**config.mk**
```make
export PLATFORM = sky130hd
export DESIGN_NAME = mvu_pe_simd_dot
export DESIGN_NICKNAME = d
export VERILOG_FILES = /design/src/rtl/mvu_pe_simd_dot.sv
export SDC_FILE = /design/constraint.sdc
export NUM_CORES = 1
export LEC_CHECK = 0
export ABC_AREA = 1
export CAP_MARGIN = 25
export CORE_MARGIN = 5
export CORE_UTILIZATION = 55
export CTS_CLUSTER_SIZE = 30
export DETAILED_ROUTE_END_ITERATION = 7
export GPL_TIMING_DRIVEN = 0
export PLACE_DENSITY_LB_ADDON = 0.15
export SLEW_MARGIN = 0
export SYNTH_ARGS = -nofsm -noshare
export SYNTH_HDL_FRONTEND = slang
export SYNTH_SLANG_ARGS = --single-unit
```
**constraint.sdc**
```tcl
create_clock -name clk -period 4.2 [get_ports clk]
set_input_delay 0.84 -clock clk [delete_from_list [all_inputs] [get_ports clk]]
set_output_delay 0.84 -clock clk [all_outputs]
set_load 0.02 [all_outputs]
```
**src/rtl/mvu_pe_simd_dot.sv**
```systemverilog
`default_nettype none
// ============================================================================
// Module   : mvu_pe_simd_dot
// Purpose  : SIMD dot-product slice for an MVAU processing element. Each
//            accepted beat multiplies SIMD activation/weight lane pairs,
//            reduces them through a registered adder tree and accumulates
//            SF beat sums into one TDstI-bit result.
// Ports    : clk            - rising-edge clock
//            rst            - synchronous active-high reset
//            do_mvau_stream - pipeline enable, low freezes all registers
//            in_v           - input beat valid
//            in_act         - SIMD activations, lane i at [i*TSrcI +: TSrcI]
//            in_wgt         - SIMD weights, lane i at [i*TW +: TW]
//            out_v          - result valid, one pulse per SF beats
//            out            - accumulated dot product
//            out_sat        - a clamp occurred during this result's fold
// Options  : MVU_PE_SIMD_SAT_EN - saturating accumulator; when undefined
//            the accumulator wraps and out_sat is tied low.
// Revision : 1.0 - initial release
// ============================================================================
module mvu_pe_simd_dot #(
   parameter int SIMD       = 4,
   parameter int TSrcI      = 4,
   parameter int TW         = 4,
   parameter int TDstI      = 16,
   parameter int SF         = 8,
   parameter int ACT_SIGNED = 1,
   parameter int WGT_SIGNED = 1
) (
   input  logic                  clk,
   input  logic                  rst,
   input  logic                  do_mvau_stream,
   input  logic                  in_v,
   input  logic [SIMD*TSrcI-1:0] in_act,
   input  logic [SIMD*TW-1:0]    in_wgt,
   output logic                  out_v,
   output logic [TDstI-1:0]      out,
   output logic                  out_sat
);

   localparam bit c_sgn   = (ACT_SIGNED != 0) || (WGT_SIGNED != 0);
   localparam bit c_mixed = (ACT_SIGNED != 0) != (WGT_SIGNED != 0);
   localparam int c_pw    = TSrcI + TW + (c_mixed ? 1 : 0);
   localparam int c_depth = (SIMD > 1) ? $clog2(SIMD) : 0;
   localparam int c_np    = 1 << c_depth;
   // Tree nodes all carry the root width; upper bits of shallow levels are
   // plain extensions, so the arithmetic equals 1-bit growth per level.
   localparam int c_sw    = c_pw + c_depth;
   // Two guard bits let the accumulate add be evaluated exactly for clamping.
   localparam int c_aw    = ((c_sw > TDstI) ? c_sw : TDstI) + 2;
   localparam int c_cw    = (SF > 1) ? $clog2(SF) : 1;
   localparam logic [c_cw-1:0] c_last = c_cw'(SF - 1);

   // Heap-ordered tree: node k sums nodes 2k and 2k+1, leaves at c_np..2*c_np-1,
   // root at 1. With SIMD=1 the single leaf is the root.
   logic [c_sw-1:0]  w_node [1:2*c_np-1];
   logic [c_depth:0] r_vld;

   genvar gi;
   generate
      for (gi = 0; gi < c_np; gi++) begin : g_lane
         if (gi < SIMD) begin : g_real
            logic signed [TSrcI:0]      w_a;
            logic signed [TW:0]         w_w;
            logic signed [TSrcI+TW+1:0] w_p;
            logic        [c_sw-1:0]     r_q;

            // One extra bit turns an unsigned operand into a non-negative
            // signed one, so a single signed multiplier covers every mix.
            assign w_a = {(ACT_SIGNED != 0) ? in_act[gi*TSrcI+TSrcI-1] : 1'b0,
                          in_act[gi*TSrcI +: TSrcI]};
            assign w_w = {(WGT_SIGNED != 0) ? in_wgt[gi*TW+TW-1] : 1'b0,
                          in_wgt[gi*TW +: TW]};
            assign w_p = w_a * w_w;

            always_ff @(posedge clk) begin
               if (rst) begin
                  r_q <= '0;
               end else if (do_mvau_stream) begin
                  r_q <= c_sw'(w_p);
               end
            end
            assign w_node[c_np+gi] = r_q;
         end else begin : g_pad
            assign w_node[c_np+gi] = '0;
         end
      end

      for (gi = 1; gi < c_np; gi++) begin : g_node
         logic [c_sw-1:0] r_q;
         always_ff @(posedge clk) begin
            if (rst) begin
               r_q <= '0;
            end else if (do_mvau_stream) begin
               r_q <= w_node[2*gi] + w_node[2*gi+1];
            end
         end
         assign w_node[gi] = r_q;
      end
   endgenerate

   // Valid bit follows the data through the product stage and each tree level.
   always_ff @(posedge clk) begin
      if (rst) begin
         r_vld <= '0;
      end else if (do_mvau_stream) begin
         for (int l = c_depth; l > 0; l--) begin
            r_vld[l] <= r_vld[l-1];
         end
         r_vld[0] <= in_v;
      end
   end

   logic                    w_tv;
   logic [c_cw-1:0]         r_cnt;
   logic [TDstI-1:0]        r_acc;
   logic signed [c_aw-1:0]  w_sum_x;
   logic signed [c_aw-1:0]  w_acc_x;
   logic signed [c_aw-1:0]  w_total;
   logic [TDstI-1:0]        w_res;
   logic [TDstI-1:0]        w_acc_next;

   assign w_tv = r_vld[c_depth];

`ifdef MVU_PE_SIMD_SAT_EN
   localparam logic signed [c_aw-1:0] c_smax =
      $signed({{(c_aw-TDstI+1){1'b0}}, {(TDstI-1){1'b1}}});
   localparam logic signed [c_aw-1:0] c_smin =
      $signed({{(c_aw-TDstI+1){1'b1}}, {(TDstI-1){1'b0}}});
   localparam logic signed [c_aw-1:0] c_umax =
      $signed({{(c_aw-TDstI){1'b0}}, {TDstI{1'b1}}});
   logic w_clamp;
`endif

   always_comb begin
      if (c_sgn) begin
         w_sum_x = c_aw'($signed(w_node[1]));
         w_acc_x = c_aw'($signed(r_acc));
      end else begin
         w_sum_x = c_aw'($unsigned(w_node[1]));
         w_acc_x = c_aw'($unsigned(r_acc));
      end
      // First beat of a fold loads instead of adding.
      if (r_cnt == '0) begin
         w_acc_x = '0;
      end
      w_total = w_acc_x + w_sum_x;
      w_res   = w_total[TDstI-1:0];
`ifdef MVU_PE_SIMD_SAT_EN
      w_clamp = 1'b0;
      if (c_sgn) begin
         if (w_total > c_smax) begin
            w_res   = c_smax[TDstI-1:0];
            w_clamp = 1'b1;
         end else if (w_total < c_smin) begin
            w_res   = c_smin[TDstI-1:0];
            w_clamp = 1'b1;
         end
      end else if (w_total > c_umax) begin
         w_res   = c_umax[TDstI-1:0];
         w_clamp = 1'b1;
      end
`endif
      w_acc_next = w_tv ? w_res : r_acc;
   end

   always_ff @(posedge clk) begin
      if (rst) begin
         r_cnt <= '0;
         r_acc <= '0;
         out   <= '0;
         out_v <= 1'b0;
      end else if (do_mvau_stream) begin
         out   <= w_acc_next;
         out_v <= w_tv && (r_cnt == c_last);
         if (w_tv) begin
            r_acc <= w_res;
            r_cnt <= (r_cnt == c_last) ? '0 : r_cnt + c_cw'(1);
         end
      end
   end

`ifdef MVU_PE_SIMD_SAT_EN
   logic r_sat_acc;
   logic w_sat_fold;

   // Sticky clamp flag for the fold in progress, restarted on its first beat.
   assign w_sat_fold = w_clamp || ((r_cnt != '0) && r_sat_acc);

   always_ff @(posedge clk) begin
      if (rst) begin
         r_sat_acc <= 1'b0;
         out_sat   <= 1'b0;
      end else if (do_mvau_stream) begin
         out_sat <= w_tv && (r_cnt == c_last) && w_sat_fold;
         if (w_tv) begin
            r_sat_acc <= w_sat_fold;
         end
      end
   end
`else
   assign out_sat = 1'b0;
`endif

endmodule
`default_nettype wire

```
* Yosys cells after proc, flatten, opt, wreduce, memory -nomap -nowiden
Cells that the tools add are included.
** Storage, ports and cells
- Flip-flop bits (word level) :: 93
- Bits of input ports :: 36
- Output and inout bits :: 18
- Word-level logic and storage cells :: 26
** Cells by class
- $add $sub $neg :: 5
- Multiply operators :: 4
- Equality and inequality tests :: 1
- Mux-type cells :: 2
- Reductions and logical operators :: 3
** Operators by type and width (number)
- 4-bit by 4-bit multiplier with 8-bit output :: 4
- 10-bit adder :: 3
- 16-bit by 10-bit adder with 16-bit output :: 1
- 16-bit two-way mux :: 1
- 3-bit by 1-bit adder with 3-bit output (second input constant) :: 1
- 3-bit equality test (second input constant) :: 1
- 3-bit zero test :: 1
- 3-bit two-way mux :: 1
- 2-bit AND reduction :: 1
- 1-bit logical AND :: 1

* Depth between registers and ports, before layout
Gate-level depths: netlist (run 1).
- Word-level depth :: 3
- Gate-level depth with buffers :: 19
- Gate-level depth less buffers :: 19

* Worst setup path after synthesis (run 1)
No wires, ideal clock.
- Kind :: input port to flip-flop
- Start :: input in_wgt[15]
- End :: register g_lane[3].g_real.r_q[8]
- Setup time :: 0.109 ns
- Data arrival time :: 3.860 ns
- Required time :: 4.091 ns
- Path slack :: 0.231 ns
- Stages on the path :: 17
- Buffers on the path :: 0
- Cell sequence :: inv_1 or2_2 fa_1 fa_1 inv_1 fa_1 ha_1 inv_1 fa_1 o21ai_0 nand2_1 nand3_1 nand2_1 nand2_1 nand3_1 nand2_1 inv_1
** Between the ends
- Longest elaborated chain between the ends :: 1
** Ends and longest elaborated chain
- from (decl) :: line 35 : input logic [SIMD*TW-1:0] in_wgt,
- 4-bit by 4-bit multiplier with 8-bit output :: line 74 : assign w_p = w_a * w_w;
- to (signal assigned) :: line 80 : r_q <= c_sw'(w_p);
- to (decl) :: line 66 : logic [c_sw-1:0] r_q;
No other way between the ends.
A chain may end at the register's enable or synchronous reset.

* Worst setup path after layout (run 1)
- Start :: input in_wgt[7]
- End :: register g_lane[1].g_real.r_q[8]
** Between the ends
- Longest elaborated chain between the ends :: 1
** Ends and longest elaborated chain (line)
- 4-bit by 4-bit multiplier with 8-bit output :: 74
- to (signal assigned) :: 80
- to (decl) :: 66
No other way between the ends.

==> results of run 1 <==
## power groups by stage
stage	Sequential (W)	Clock, W	Combinational [W]
3_3_place_gp	0.000962	0	0.00101
5_1_grt	0.000956	0.000819	0.00121
4_1_cts	0.000947	0.000787	0.00104
3_5_place_dp	0.000964	0	0.00103
2_1_floorplan	0.000955	0	0.000757
6_report	0.000948	0.000774	0.00104
## logic make-up (layout without fill, tap and decap cells)
| logic type | count (synthesis) | in the layout | share of synthesized area [%] |
|---|---|---|---|
| AOI/OAI and AO/OA | 149 | 149 | 10.38 |
| xor gates and xnor gates | 33 | 33 | 3.782 |
| adders and majority gates | 131 | 131 | 25.38 |
| buffers and inverters | 246 | 314 | 12.43 |
| DFF | 85 | 85 | 22.27 |
| other | 1 | 1 | 0.04907 |
| and+or+nand+nor | 472 | 472 | 25.72 |
## metal layers
layer	global-route usage, %	part of all wire [%]	vias up
li1	-	-	3596
met2	38.91	48	131
met1	27.59	45	3081
met3	2.833	3.8	29
met4	8.177	2.9	0
met5	0	0	-
## placed cells by master (no fill, tap or decap), types with 2 or more instances in the layout
master           synthesis  final
a21o_1                   4      4
a21oi_1                 62     62
buf_2                    5      5
buf_4                    3      4
clkbuf_1                18     19
clkbuf_16                0      9
clkbuf_8                 0      2
clkdlybuf4s50_1          0     43
clkinv_4                 0      2
clkinvlp_4               0      2
dfxtp_1                 85     85
dlygate4sd2_1            0      3
dlymetal6s2s_1           1      5
fa_1                    40     36
fa_2                     0      4
ha_1                    91     88
ha_2                     0      3
inv_1                  213    211
inv_2                    5      7
nand2_1                225    225
nand2_2                  9      9
nand3_1                 61     60
nand3_2                  3      4
nand4_1                  6      6
nor2_1                 153    153
nor3_2                   2      2
o2111ai_1                2      2
o211ai_1                 5      5
o21ai_0                 69     68
o21ai_2                  1      2
o21bai_1                 4      4
or2_0                    2      2
or2_1                    2      2
or2_2                    5      5
xnor2_1                 14     14
xor2_1                  19     19
## final cells by class
cell class                      count  area (µm²)  share of cell area (%)
Multi-Input combinational cell    786        5017                   57.62
Sequential cell                    85        1702                   19.54
Inverter                          218       818.3                   9.398
Timing Repair Buffer               52       524.3                   6.021
Clock buffer                       12       256.5                   2.946
Tap cell                          180       225.2                   2.587
Buffer                             28       131.4                   1.509
Clock inverter                      4       32.53                  0.3736
## sequential cells by signal (all words and copies together) (netlist names)
signal and flops:
g_lane.g_real.r_q 32, r_cnt 3, out_v 1, r_acc 16
r_vld 3, g_node.r_q 30
## final timing paths
kind / start / end / slack, ns / cells past startpoint
worst max-delay path: in_wgt[7] / g_lane[1].g_real.r_q[8] / 0.14 / 17
worst min-delay path: g_node[3].r_q[8] / g_node[3].r_q[8] / 0.47 / 2
worst max register to register: r_cnt[0] / r_acc[15] / 1.50 / 17
worst min register to register: g_node[3].r_q[8] / g_node[3].r_q[8] / 0.47 / 2
## stage by stage
stage	setup TNS, ns	worst slack, ns
finish	0	0.1399
detailed placement	-3.373	-0.5761
CTS	0	0.02236
global placement	-2.786	-0.4925
global route	-0.03837	-0.03837
floorplan	0	0.2314
## worst reg2reg max path: stages, from the launching register on
cell and delay (ns):
dfxtp_1 0.33, inv_1 0.09, ha_1 0.14, nand2_1 0.11, inv_1 0.17, buf_1 0.46, nor2_1 0.09, ha_1 0.35
nand2_1 0.21, inv_1 0.07, nand2_1 0.06, nand2_1 0.04, a21oi_1 0.19, nand2_1 0.07, nand2_1 0.06, nand3_1 0.06
nand2_1 0.06, inv_1 0.03
## what timing repair did
action / in CTS / in global routing
setup endpoints to repair: 4 / 3
gates resized for setup: 11 / 10
buffers inserted: 0 / 1
pin swaps: 2 / 3
==> flow_summary.json, run 1 <==
{
  "synth_edf_count": 0,
  "yosysMostFrequentCell": "nand2_1",
  "post_dp_cell_area_um2": 8378,
  "crit_fanout": 5,
  "io_pins": 54,
  "crit_type": "in -> reg",
  "syn2layout_area_growth_pct": 13.93,
  "gp_congestion": 0.9012,
  "dp.cells": 1348,
  "die_y_um": 127.9,
  "grt_usage_pct": 22.10,
  "hold_violations": 0,
  "io_buffers": 51,
  "yosysUniqueCellTypes": 36,
  "slew_headroom_pct": 55.91,
  "fin_hold_ws_ns": 0.4730,
  "skew_ns": 0.007977,
  "clk_path_buf_depth": 2,
  "maxCapViolCount": 0,
  "p_total_w": 0.002762,
  "wirelength_um": 17400,
  "synthCells": 1117,
  "coreArea_um2": 13770,
  "vias_per_cell": 5.009,
  "cts_sinks": 85,
  "cts_buffers": 9,
  "fin_cells": 1365,
  "cpMostUsedCell": "nand2_1",
  "syn_area_um2": 7642,
  "num_vias": 6837,
  "yosysTopAreaCellShare_pct": 22.27,
  "clock_latency_ns": 0.35,
  "setup_viol": 0,
  "grt_max_degree": 15,
  "synth_top_flop_cell": "dfxtp_1",
  "start_util_pct": 55.49,
  "root_buffer": "clkbuf_16",
  "ant_nets": 0,
  "cp_num_buf_inv": 4,
  "rsz0062_at_grt": "yes",
  "die_w_um": 127.9,
  "p_sw_share_pct": 36.48,
  "yosys-top-cells-area": "dfxtp_1 22%, ha_1 15%, nand2_1 11%, fa_1 10%, inv_1 10%",
  "wire_per_inst_um": 12.75,
  "synthArstFlopShare_pct": 0,
  "htreeDepth": 3,
  "layout-drive-gt1-share_pct": 5.401,
  "crit_family": "adder cells",
  "cts_tree": "done",
  "p_comb_share_pct": 37.6,
  "grt_pass1_wl_um": 29250,
  "avgSynthCellArea_um2": 6.842,
  "startpoint_type": "primary input",
  "path_clk_slew_ns": 0.06,
  "pwr-share-seq_pct": 34.3,
  "hpwl_um": 14010,
  "n_fill_cell": 1321,
  "yosys-top-cells-count": "225 x nand2_1, 213 x inv_1, 153 x nor2_1, 91 x ha_1, 85 x dfxtp_1",
  "p_int_w": 0.001754,
  "postLayoutCoreUtil_pct": 63.22,
  "final_area_um2": 8707,
  "fin_crit_ns": 4.060,
  "p_sw_w": 0.001007,
  "ys_seq_area_share_pct": 22.27,
  "crit_required_ns": 4.44,
  "grt-ovfl-total": 0,
  "antenna_found_initial": 0,
  "grt_pass1_vias": 6511,
  "status": "finished, final reports clean",
  "die_area_um2": 16350,
  "ir_drop_uv": 210.0,
  "timing.final.crit_share_pct": 96.67,
  "max_freq_mhz": 246.3,
  "crit_slowest_cell": "fa_1",
  "n_antenna_cell": 0,
  "synth_area_leader_cell": "dfxtp_1",
  "cp.arrival_ns": 4.30,
  "hold_buffers": 0,
  "synth_seq_cells": 85,
  "endpoint_kind": "register",
  "p_clk_share_pct": 28.0,
  "slew_viol_final": 0,
  "first_iter_violations": 387,
  "powerDensity_nw_per_um2": 317.2,
  "worstMarginPinSlew_ns": 0.6613,
  "ys_warn_count": 0,
  "synth_nets": 1284,
  "drc": 0,
  "max_stage_delay_ns": 0.55,
  "fin_nets": 1347,
  "crit_path_cell_trace": "clkdlybuf4s50_1, inv_2, or2_2, fa_1, fa_1, fa_1, inv_1, ha_2, fa_2, nand3_2, nand2_1, nand2_1, nand2_1, nand2_1, nand3_1, nand2_1, inv_1",
  "hold_path.class": "reg -> reg",
  "core.rowCount": 43,
  "p_leak_nw": 4.842,
  "dr.pass1.iters": 5
}
No activity file was read; power rests on OpenSTA's default activity.
==> run 2: changes to the inputs <==
--- a/config.mk
+++ b/config.mk
@@ -6,7 +6,7 @@
 export NUM_CORES = 1
 export LEC_CHECK = 0
 export ABC_AREA = 1
-export CAP_MARGIN = 25
+export CAP_MARGIN = 20
 export CORE_MARGIN = 5
 export CORE_UTILIZATION = 55
 export CTS_CLUSTER_SIZE = 30
==> results of run 2 <==
Same layout as run 1: the final DEF is identical, and so are final timing and power.
==> run 3: changes to the inputs <==
--- a/config.mk
+++ b/config.mk
@@ -8,7 +8,7 @@
 export ABC_AREA = 1
 export CAP_MARGIN = 20
 export CORE_MARGIN = 5
-export CORE_UTILIZATION = 55
+export CORE_UTILIZATION = 60
 export CTS_CLUSTER_SIZE = 30
 export DETAILED_ROUTE_END_ITERATION = 7
 export GPL_TIMING_DRIVEN = 0
==> constraint.sdc (replaced) <==
create_clock -name clk -period 4.5 [get_ports clk]
set_input_delay 0.9 -clock clk [delete_from_list [all_inputs] [get_ports clk]]
set_output_delay 0.9 -clock clk [all_outputs]
set_load 0.02 [all_outputs]
==> run 3 against run 2 <==
Sequential share of layout area hardly changed; hold slack worse by 0.0013 ns; clock-buffer cell count is 2 lower; clock power is 1% higher; design area is 0.23% lower; non-clock buffer count is 1 lower; global-route usage is 2.5 points higher; critical endpoint is now g_lane[3].g_real.r_q[8]; routed wire length is 0.75% higher; register-to-register slack better by 0.31 ns; highest routed layer unchanged; flip-flop and latch count stayed put; die area is 7.7% lower; via count is 0.47% higher.
==> flow_summary.json, run 3 (same netlist as run 1, synthesis figures left out) <==
{
  "startpoint_type": "primary input",
  "cts_tree": "done",
  "regMostFlops": "g_lane.g_real.r_q",
  "grt_usage_pct": 24.55,
  "drc": 0,
  "gp_congestion": 0.9434,
  "grt-ovfl-total": 0,
  "postLayoutCoreUtil_pct": 69.12,
  "post_cts_buffers": 0,
  "r2r_slack_ns": 1.81,
  "wirelength_um": 17530,
  "cts_buffers": 9,
  "start_util_pct": 60.81,
  "layout-drive-gt1-share_pct": 4.645,
  "fin_hold_ws_ns": 0.4717,
  "num_vias": 6869,
  "crit_required_ns": 4.75,
  "timing.final.crit_share_pct": 95.67,
  "n_antenna_cell": 0,
  "n_fill_cell": 1107,
  "root_buffer": "clkbuf_16",
  "clock_latency_ns": 0.36,
  "post_dp_cell_area_um2": 8368,
  "first_iter_violations": 397,
  "largest_reg_flops": 32,
  "path_clk_slew_ns": 0.07,
  "crit_type": "in -> reg",
  "final_cell_mix": "225 x nand2_1, 213 x inv_1, 153 x nor2_1",
  "slew_headroom_pct": 54.00,
  "p_total_w": 0.002637,
  "fin_crit_ns": 4.305,
  "skew_ns": 0.007237,
  "ant_nets": 0,
  "vias_per_cell": 5.066,
  "grt_max_degree": 16,
  "die_area_um2": 15090,
  "reg.largest.list": "g_lane.g_real.r_q x32, g_node.r_q x30, r_acc x16",
  "powerDensity_nw_per_um2": 303.6,
  "hold_violations": 0,
  "max_freq_mhz": 232.3,
  "die_w_um": 122.9,
  "dr.pass1.iters": 5,
  "endpoint_kind": "register",
  "worstMarginPinSlew_ns": 0.6900,
  "cts_sinks": 85,
  "io_pins": 54,
  "ir_drop_uv": 214.0,
  "io_buffers": 51,
  "htreeDepth": 3,
  "slew_viol_final": 0,
  "hold_path.class": "reg -> reg",
  "final_common_cell": "nand2_1",
  "grt_pass1_vias": 6592,
  "hpwl_um": 13880,
  "syn2layout_area_growth_pct": 13.67,
  "wire_per_inst_um": 12.93,
  "antenna_found_initial": 0,
  "grt_pass1_wl_um": 29440,
  "cp.arrival_ns": 4.56,
  "core.rowCount": 41,
  "p_leak_nw": 4.841,
  "rsz0062_at_grt": "no",
  "maxCapViolCount": 0,
  "final_area_um2": 8687,
  "coreArea_um2": 12570,
  "clk_path_buf_depth": 2,
  "die_y_um": 122.9,
  "crit_fanout": 4,
  "hold_buffers": 0,
  "fin_nets": 1346,
  "setup_viol": 0,
  "status": "finished, final reports clean"
}
## run 3: changes by cell type in the layout (fill, tap and decap cells not counted), sizes merged, moves of 2 or more
cell | before | now
dlymetal6s2s | 5 | 3
clkinvlp | 2 | 0
dlygate4sd2 | 3 | 0
inv | 218 | 220
clkdlybuf4s50 | 43 | 49
clkbuf | 30 | 28
## run 3: through the flow
| step | setup WS, ns | instances | TNS, ns |
|---|---|---|---|
| 3_5_place_dp | -0.3275 | 1340 | -1.017 |
| 2_1_floorplan | 0.4714 | 1117 | 0 |
| 6_report | 0.1947 | 1356 | 0 |
| 5_1_grt | 0.02372 | 1356 | 0 |
| 3_3_place_gp | -0.2385 | 1340 | -0.7809 |
| 4_1_cts | 0.02495 | 1356 | 0 |
## run 3: critical path, stage by stage
cell	delay, ns
clkdlybuf4s50_1	0.51
inv_1	0.10
or2_2	0.30
fa_1	0.48
fa_1	0.51
inv_1	0.05
fa_1	0.50
ha_1	0.17
inv_1	0.06
fa_2	0.35
o21ai_1	0.16
nand2_1	0.08
nand3_1	0.10
nand2_1	0.06
nand2_1	0.06
nand3_1	0.07
nand2_1	0.08
inv_1	0.03
## run 3: routing by layer
metal | vias up | track usage, % | part of all wire, %
met5 | - | 0 | 0
met4 | 0 | 11.41 | 3.7
met3 | 37 | 3.364 | 4.8
met2 | 141 | 43.25 | 48
met1 | 3104 | 29.49 | 44
li1 | 3587 | - | -
## run 3: worst paths after layout
check,start,endpoint,depth (start not counted)
hold / removal,r_acc[0],r_acc[0],2
setup / recovery,in_wgt[15],g_lane[3].g_real.r_q[8],18
setup reg to reg,r_cnt[0],r_acc[15],17
hold reg to reg,r_acc[0],r_acc[0],2
## run 3: final cells by class
| class | instances | area (µm²) | area share, % |
|---|---|---|---|
| clock buffer | 10 | 239.0 | 2.751 |
| multi-input combinational | 786 | 4996 | 57.51 |
| inverter | 218 | 818.3 | 9.420 |
| tap | 172 | 215.2 | 2.477 |
| clock inverter | 6 | 70.07 | 0.8066 |
| buffer | 28 | 131.4 | 1.512 |
| sequential | 85 | 1702 | 19.59 |
| timing repair buffer | 51 | 515.5 | 5.934 |
## run 3: timing repair
item,CTS,global route
gates resized for setup,0,5
endpoints found under the setup margin,0,3
endpoints found under the hold margin,0,0
## run 3: power breakdown
part	internal (W)	total, W	switching (W)
clock network	0.000450	0.000783	0.000332
logic	0.000397	0.000967	0.000570
registers	0.000832	0.000887	0.0000555
total	0.00168	0.00264	0.000958
